**src/rtl/alu_drive_check.sv**
```systemverilog
// Driver/checker for the TinyALU: accepts ops on valid/ready, drives start/op/A/B, checks result.
// Optional coverage bits (cov_op_hit, cov_corner, cov_done) are compiled in with `define ALU_COVERAGE_EN.
module alu_drive_check #(
  parameter int TIMEOUT = 16,
  parameter int CNT_W   = 16
) (
  input  logic             clk,
  input  logic             reset,
  input  logic             op_valid,
  output logic             op_ready,
  input  logic [2:0]       op_code,
  input  logic [7:0]       op_a,
  input  logic [7:0]       op_b,
  output logic             start,
  output logic [2:0]       op,
  output logic [7:0]       A,
  output logic [7:0]       B,
  input  logic             done,
  input  logic [15:0]      result,
  output logic             res_valid,
  output logic [15:0]      res_actual,
  output logic [15:0]      res_expected,
  output logic             res_mismatch,
  output logic             res_timeout,
  output logic [CNT_W-1:0] pass_count,
  output logic [CNT_W-1:0] err_count,
  output logic             illegal_op,
  output logic             spurious_done,
  output logic [4:0]       cov_op_hit,
  output logic [3:0]       cov_corner,
  output logic             cov_done
);

  typedef enum logic {IDLE, BUSY} state_t;

  localparam int          TW    = (TIMEOUT < 2) ? 1 : $clog2(TIMEOUT);
  localparam logic [TW-1:0] TLAST = TW'(TIMEOUT - 1);

  state_t        state;
  logic [TW-1:0] tcount;
  logic [15:0]   predicted;
  logic          accept;
  logic          alu_code;

  assign accept   = op_valid & op_ready & (state == IDLE);
  assign alu_code = (op_code >= 3'd1) && (op_code <= 3'd4);

  // Prediction is formed from the registered op/A/B, so it is stable for the whole transaction.
  always_comb begin
    predicted = '0;
    case (op)
      3'd1:    predicted = 16'(A) + 16'(B);
      3'd2:    predicted = 16'(A & B);
      3'd3:    predicted = 16'(A ^ B);
      3'd4:    predicted = 16'(A) * 16'(B);
      default: predicted = '0;
    endcase
  end

  function automatic logic [CNT_W-1:0] sat_inc(input logic [CNT_W-1:0] v);
    return (&v) ? v : v + 1'b1;
  endfunction

  // Single FSM; op_ready is registered so it first rises one edge after reset releases.
  always_ff @(posedge clk or posedge reset) begin
    if (reset) begin
      state         <= IDLE;
      tcount        <= '0;
      op_ready      <= 1'b0;
      start         <= 1'b0;
      op            <= '0;
      A             <= '0;
      B             <= '0;
      res_valid     <= 1'b0;
      res_actual    <= '0;
      res_expected  <= '0;
      res_mismatch  <= 1'b0;
      res_timeout   <= 1'b0;
      pass_count    <= '0;
      err_count     <= '0;
      illegal_op    <= 1'b0;
      spurious_done <= 1'b0;
    end else begin
      res_valid <= 1'b0;
      case (state)
        IDLE: begin
          op_ready <= 1'b1;
          if (done)
            spurious_done <= 1'b1;
          if (accept) begin
            if (alu_code) begin
              op       <= op_code;
              A        <= op_a;
              B        <= op_b;
              start    <= 1'b1;
              op_ready <= 1'b0;
              tcount   <= '0;
              state    <= BUSY;
            end else if (op_code >= 3'd5) begin
              illegal_op <= 1'b1;
            end
          end
        end
        BUSY: begin
          // done is checked first so it wins over a simultaneous timeout expiry
          if (done) begin
            start        <= 1'b0;
            op_ready     <= 1'b1;
            state        <= IDLE;
            res_valid    <= 1'b1;
            res_actual   <= result;
            res_expected <= predicted;
            res_mismatch <= (result != predicted);
            res_timeout  <= 1'b0;
            if (result != predicted)
              err_count <= sat_inc(err_count);
            else
              pass_count <= sat_inc(pass_count);
          end else if (tcount == TLAST) begin
            start        <= 1'b0;
            op_ready     <= 1'b1;
            state        <= IDLE;
            res_valid    <= 1'b1;
            res_actual   <= '0;
            res_expected <= predicted;
            res_mismatch <= 1'b1;
            res_timeout  <= 1'b1;
            err_count    <= sat_inc(err_count);
          end else begin
            tcount <= tcount + 1'b1;
          end
        end
        default: state <= IDLE;
      endcase
    end
  end

`ifdef ALU_COVERAGE_EN
  // Coverage is sampled on every accepted op, including the ones that never reach the ALU.
  always_ff @(posedge clk or posedge reset) begin
    if (reset) begin
      cov_op_hit <= '0;
      cov_corner <= '0;
    end else if (accept) begin
      case (op_code)
        3'd0:    cov_op_hit[0] <= 1'b1;
        3'd1:    cov_op_hit[1] <= 1'b1;
        3'd2:    cov_op_hit[2] <= 1'b1;
        3'd3:    cov_op_hit[3] <= 1'b1;
        3'd4:    cov_op_hit[4] <= 1'b1;
        default: cov_op_hit <= cov_op_hit;
      endcase
      if (alu_code) begin
        if (op_a == 8'h00) cov_corner[0] <= 1'b1;
        if (op_a == 8'hFF) cov_corner[1] <= 1'b1;
        if (op_b == 8'h00) cov_corner[2] <= 1'b1;
        if (op_b == 8'hFF) cov_corner[3] <= 1'b1;
      end
    end
  end

  assign cov_done = (&cov_op_hit) & (&cov_corner);
`else
  assign cov_op_hit = '0;
  assign cov_corner = '0;
  assign cov_done   = 1'b0;
`endif

endmodule

```
**config.mk**
```make
export PLATFORM = sky130hd
export DESIGN_NAME = alu_drive_check
export DESIGN_NICKNAME = d
export VERILOG_FILES = /design/src/rtl/alu_drive_check.sv
export SDC_FILE = /design/constraint.sdc
export NUM_CORES = 1
export LEC_CHECK = 0
export CORE_ASPECT_RATIO = 1.4
export CORE_MARGIN = 4
export CORE_UTILIZATION = 35
export DETAILED_ROUTE_END_ITERATION = 16
export SETUP_SLACK_MARGIN = 0.3
export SKIP_LAST_GASP = 1
export SLEW_MARGIN = 10
export SYNTH_ARGS = -nofsm -noshare
export SYNTH_HDL_FRONTEND = slang
export SYNTH_SLANG_ARGS = --single-unit
```
**constraint.sdc**
```tcl
create_clock -name clk -period 15.8 [get_ports clk]
set_input_delay 2.37 -clock clk [delete_from_list [all_inputs] [get_ports clk]]
set_output_delay 2.37 -clock clk [all_outputs]
set_load 0.01 [all_outputs]
```
==> results.cfg, run 1 <==
[timing]
setup-tns-final_ns = 0
hold_violations = 0
worst_pin_slew_ns = 0.9188
skew_ns = 0.01032
finalMaxSlewViolations = 0
setup_viol = 0
max_freq_mhz = 156.1
slew_headroom_pct = 38.75
min_period_ns = 6.407
period_share_pct = 40.55
rsz0062_at_grt = no

[min_path]
holdPathStages = 1
hp-class = reg -> reg
holdPathEnd = spurious_done$_DFFE_PP0P_
holdCritStartpoint = spurious_done$_DFFE_PP0P_

[clock_tree]
cts_tree = done
cts.sinks = 95
h-tree-depth = 3
clock-root-buffer = clkbuf_16
clkTransAtPathRegs_ns = 0.07
hold_buffers = 0
ctsLongestPathBuffers = 2
cts_setup_buffers = 0
ctsResizeCount = 0
insertion_delay_ns = 0.35
cts-buffers-inserted = 9

[detailed_routing]
via_per_inst = 5.071
drt-wirelength-per-cell_um = 17.30
antenna_left = 0
drtIter0Drc = 209
remaining_drc_errors = 0
via_count = 5538
drt_wl_total_mm = 18.89
first_pass_iters = 4

[critical_path]
endpoint_kind = register
required_ns = 16.03
max_stage_delay_ns = 0.55
path_cells = ha_1, fa_1, fa_1, fa_1, inv_1, fa_1, inv_1, ha_1, o211ai_1, o21ai_2, nor3_1, or3_1, mux2_1, nor4_1, nand3_1, nor2_2, or3_1, mux2_1
timing.rr.start = B[4]$_DFFE_PP0P_
cpMostUsedCell = fa_1
cp_num_buf_inv = 2
cp_top_family = adder cells
crit_path_top_delay_cell = fa_1
r2r_setup_slack_ns = 9.39
r2r_cells = 18
startpoint_type = register
path_class = reg -> reg
crit_fanout = 16
critical_path_arrival_ns = 6.64
regToRegEndpoint = err_count[1]$_DFFE_PP0P_

[logic_synthesis]
synth_edf_count = 0
synth_flop_cell = dfrtp_1
synth.avg_cell_area_sq_um = 9.770
ys_seq_elements = 95
async_reset_ff_share_pct = 100.0
syn-instance-count = 720
ys_types = 65
ys_warn_count = 0
yosysSeqAreaShare_pct = 33.80
syn_area_sq_mm = 0.007034

[global_routing]
grt.overflow.total = 0
grt_pass1_wl_mm = 30.82
gr-usage-met1_pct = 20.95
met2_usage_pct = 30.11
antenna_found_initial = 0
grt_use_total_pct = 17.25
met3_usage_pct = 4.290
grt_max_degree = 70
grt_pass1_vias = 5791
grt.busiest_layer = met2

[floorplan]
die_area_sq_mm = 0.02246
rows = 61
core_sq_mm = 0.01984
die_y_um = 175.7
initial_core_util_pct = 35.45
pin_count = 139
die_x_um = 127.8

[layout]
final_cell_mix = clkdlybuf4s50_1, dfrtp_1, nand2_1
final_common_cell = clkdlybuf4s50_1
drive_gt1_share_pct = 6.667
final-seq-area_sq_mm = 0.002377
area_delta_synth_final_pct = 25.31
stdcell_count = 1092
nFillCells = 1955
multi_input_area_sq_mm = 0.004278
antenna_cells = 0
utilization_pct = 44.42
nets = 958

[run]
max-cap-violations = 0

[placement]
io_buffer_count = 128
hpwlAfterDp_mm = 14.85
gp_congestion = 0.8656
dpl.cell_count = 1076

[outcome]
outcome = finished clean
sequential cells by signal, indices dropped and copies added, names as in the netlist, 3 cells and up:
register / cells
res_expected: 16
B: 8
A: 8
res_actual: 16
pass_count: 16
op: 3
tcount: 4
err_count: 16
synthesized netlist by cell type (2+ instances only):
cell / count / area (sq um)
xnor2_1: 23 / 201.4
inv_1: 60 / 225.2
fa_1: 37 / 740.7
nand2b_1: 4 / 25.02
nor3b_1: 5 / 37.54
mux2_1: 2 / 22.52
nand2_1: 62 / 232.7
and2_1: 54 / 337.8
nor2b_1: 8 / 50.05
o21a_1: 4 / 30.03
or3_1: 4 / 25.02
a31oi_1: 3 / 18.77
and3_1: 12 / 75.07
o21bai_1: 3 / 22.52
nor4b_1: 3 / 26.28
ha_1: 47 / 588.1
buf_1: 2 / 7.510
buf_2: 6 / 30.03
buf_4: 11 / 82.58
xor2_1: 25 / 219.0
o21ai_0: 30 / 150.1
dfrtp_1: 95 / 2377
a211oi_2: 2 / 25.02
o2bb2ai_1: 2 / 17.52
a21o_1: 4 / 30.03
nand4_1: 18 / 112.6
nor4_1: 9 / 56.30
clkbuf_1: 17 / 63.81
nand3_1: 16 / 80.08
o211ai_1: 5 / 37.54
a22o_1: 18 / 157.7
nor3_1: 14 / 70.07
o221ai_1: 2 / 17.52
nand3b_1: 2 / 15.01
a21oi_1: 18 / 90.09
o22ai_1: 2 / 12.51
mux2_2: 23 / 259.0
a211oi_1: 3 / 22.52
nor2_1: 30 / 112.6
mux2i_1: 10 / 100.1
how the worst max path moves through the flow:
stage | from | to | slack (ns) | cells past startpoint
2_1_floorplan | A[4]$_DFFE_PP0P_ | pass_count[12]$_DFFE_PP0P_ | 10.25 | 19
3_3_place_gp | B[4]$_DFFE_PP0P_ | err_count[1]$_DFFE_PP0P_ | 9.50 | 18
3_5_place_dp | B[4]$_DFFE_PP0P_ | err_count[1]$_DFFE_PP0P_ | 9.39 | 18
4_1_cts | B[4]$_DFFE_PP0P_ | err_count[1]$_DFFE_PP0P_ | 9.38 | 18
5_1_grt | B[4]$_DFFE_PP0P_ | err_count[1]$_DFFE_PP0P_ | 8.91 | 18
6_report | B[4]$_DFFE_PP0P_ | err_count[1]$_DFFE_PP0P_ | 9.39 | 18
metal layers:
layer	wire, um	share of wire (%)	vias to the layer above
li1	-	-	2679
met3	1008	5.3	22
met5	0	0	-
met1	7810	41	2712
met2	9716	51	125
met4	359	1.9	0
metrics by stage:
stage / hold slack, ns / cell area [sq um] / setup WS, ns
2_1_floorplan: 0.4653 / 7068 / 10.25
3_3_place_gp: 0.4423 / 8509 / 9.502
3_5_place_dp: 0.4428 / 8509 / 9.395
4_1_cts: 0.4597 / 8815 / 9.377
5_1_grt: 0.4870 / 8815 / 8.913
6_report: 0.4545 / 8815 / 9.393
cell families (layout without fill, tap and decap cells):
family,after synthesis,in the layout,share of synthesized area (%)
AO/OA/AOI/OAI,111,111,10.85
XOR/XNOR,48,48,5.976
adder cells (fa/ha/maj),84,84,18.89
buffers and inverters,97,208,5.977
flip-flops,95,95,33.80
multiplexers,35,35,5.425
other,1,10,0.05331
AND/OR/NAND/NOR,249,249,19.03
cell type report:
class	count	area share, %
Clock buffer	10	2.598
Clock inverter	6	0.8659
Inverter	60	2.583
Multi-Input combinational cell	537	48.53
Sequential cell	95	26.97
Tap cell	252	3.577
Timing Repair Buffer	132	14.88
Power of run 1 is not shown: default switching activity piles up to over one toggle a cycle in this logic, so the estimate is an artifact.
==> run 2, diff against run 1 <==
==> constraint.sdc (replaced) <==
create_clock -name clk -period 5.5 [get_ports clk]
set_input_delay 0.825 -clock clk [delete_from_list [all_inputs] [get_ports clk]]
set_output_delay 0.825 -clock clk [all_outputs]
set_load 0.01 [all_outputs]
==> results.cfg, run 2 (synthesis gave the netlist of run 1 again) <==
[critical_path]
cpMostUsedCell = fa_1
crit_fanout = 7
path_cells = ha_2, fa_1, fa_1, fa_1, inv_2, fa_1, inv_2, ha_4, o211ai_1, o21ai_2, nor3_1, or3_4, mux2_4, nor4_4, buf_4, nand3_2, nor2_4, or3_4, mux2_4
startpoint_type = register
crit_path_top_delay_cell = fa_1
path_class = reg -> reg
required_ns = 5.74
max_stage_delay_ns = 0.58
critical_path_arrival_ns = 5.72
endpoint_kind = register

[min_path]
hp-class = reg -> reg

[clock_tree]
clock-root-buffer = clkbuf_16
clkTransAtPathRegs_ns = 0.09
ctsLongestPathBuffers = 2
insertion_delay_ns = 0.36
cts_tree = done
cts.sinks = 95
cts-buffers-inserted = 9
h-tree-depth = 3
hold_buffers = 0

[layout]
final_cell_mix = clkdlybuf4s50_1, dfrtp_1, buf_4
final_common_cell = clkdlybuf4s50_1
antenna_cells = 0
multi_input_area_sq_mm = 0.004621
nFillCells = 1891
area_delta_synth_final_pct = 37.85
nets = 1022
final_cell_area_sq_mm = 0.009697
stdcell_count = 1156
final-seq-area_sq_mm = 0.002395
drive_gt1_share_pct = 20.69

[timing]
setup_viol = 0
hold_violations = 0
skew_ns = 0.01637
max_freq_mhz = 182.6
slew_headroom_pct = 44.51
worst_pin_slew_ns = 0.8324
min_period_ns = 5.478
rsz0062_at_grt = yes
finalMaxSlewViolations = 0
period_share_pct = 99.59
hold_slack_ns = 0.4588

[global_routing]
antenna_found_initial = 0
grt_max_degree = 68
grt_pass1_vias = 6264
grt.overflow.total = 0
grt_use_total_pct = 18.53
grt_pass1_wl_mm = 33.29

[floorplan]
pin_count = 139
initial_core_util_pct = 35.45
die_y_um = 175.7
die_x_um = 127.8
core_sq_mm = 0.01984
die_area_sq_mm = 0.02246
rows = 61

[placement]
io_buffer_count = 128
place_area_sq_mm = 0.008992
hpwlAfterDp_mm = 15.57
gp_congestion = 0.8231
dpl.cell_count = 1122

[detailed_routing]
drt_wl_total_mm = 20.09
antenna_left = 0
via_per_inst = 5.019
drt-wirelength-per-cell_um = 17.38
remaining_drc_errors = 0
via_count = 5802
first_pass_iters = 6
drtIter0Drc = 212

[run]
max-cap-violations = 0

[outcome]
outcome = finished clean
-- run 2: cell types whose count changed in the layout (fill, tap and decap cells not counted), moves of 7 or more --
cell	before	now
ha_1	47	40
dfrtp_2	0	14
nor4_1	9	2
dfrtp_1	95	81
buf_4	4	61
-- run 2: path summary, 6_finish.rpt --
kind                                                 from  cells past startpoint                        end  slack (ns)
worst min register to register  spurious_done$_DFFE_PP0P_                      1  spurious_done$_DFFE_PP0P_        0.46
worst max-delay path                     A[3]$_DFFE_PP0P_                     19   err_count[1]$_DFFE_PP0P_        0.02
min in group asynchronous                           reset                      2          start$_DFFE_PP0P_        0.97
worst min-delay path            spurious_done$_DFFE_PP0P_                      1  spurious_done$_DFFE_PP0P_        0.46
worst max register to register           A[3]$_DFFE_PP0P_                     19   err_count[1]$_DFFE_PP0P_        0.02
max in group asynchronous                           reset                      3           A[7]$_DFFE_PP0P_        3.57
-- run 2: metal layers --
| layer | share of wire, % | wire length (um) | vias up | global-route usage, % |
|---|---|---|---|---|
| met1 | 40 | 8053 | 2835 | 22.25 |
| li1 | - | - | 2805 | - |
| met4 | 1.8 | 364 | 0 | 5.088 |
| met3 | 5.6 | 1132 | 23 | 4.016 |
| met5 | 0 | 0 | - | 0 |
| met2 | 52 | 10530 | 139 | 33.17 |
-- run 2: worst max-delay path: cells and delay by family, from the launching register on --
kind | cells | cell delay [ns]
AOI/OAI and AO/OA | 2 | 0.39
adders and majority gates | 6 | 2.49
buffers and inverters | 3 | 0.25
muxes | 2 | 0.61
DFF | 1 | 0.47
and+or+nand+nor | 6 | 1.13
-- run 2: through the flow --
stage	util [%]	setup TNS [ns]	setup slack [ns]
2_1_floorplan	-	0	0.3124
3_3_place_gp	45.32	-0.1151	-0.03536
3_5_place_dp	45.32	-0.2629	-0.03668
4_1_cts	48.34	0	0.06452
5_1_grt	48.87	-5.281	-0.2143
6_report	48.87	0	0.02235
-- run 2: final cells by class --
cell class / count / area share [%]
Multi-Input combinational cell: 537 / 47.65
Sequential cell: 95 / 24.70
Timing Repair Buffer: 196 / 18.98
Tap cell: 252 / 3.252
Inverter: 60 / 2.348
Clock buffer: 9 / 2.323
Clock inverter: 7 / 0.7484
-- run 2: what timing repair did --
item                                    in CTS  in global routing
gates resized for setup                     44                 13
gates cloned                                 1                  1
endpoints found under the setup margin      33                 33
pin swaps                                   13                  9
buffers inserted                            12                  4
Power of run 2 is left out for the same reason.
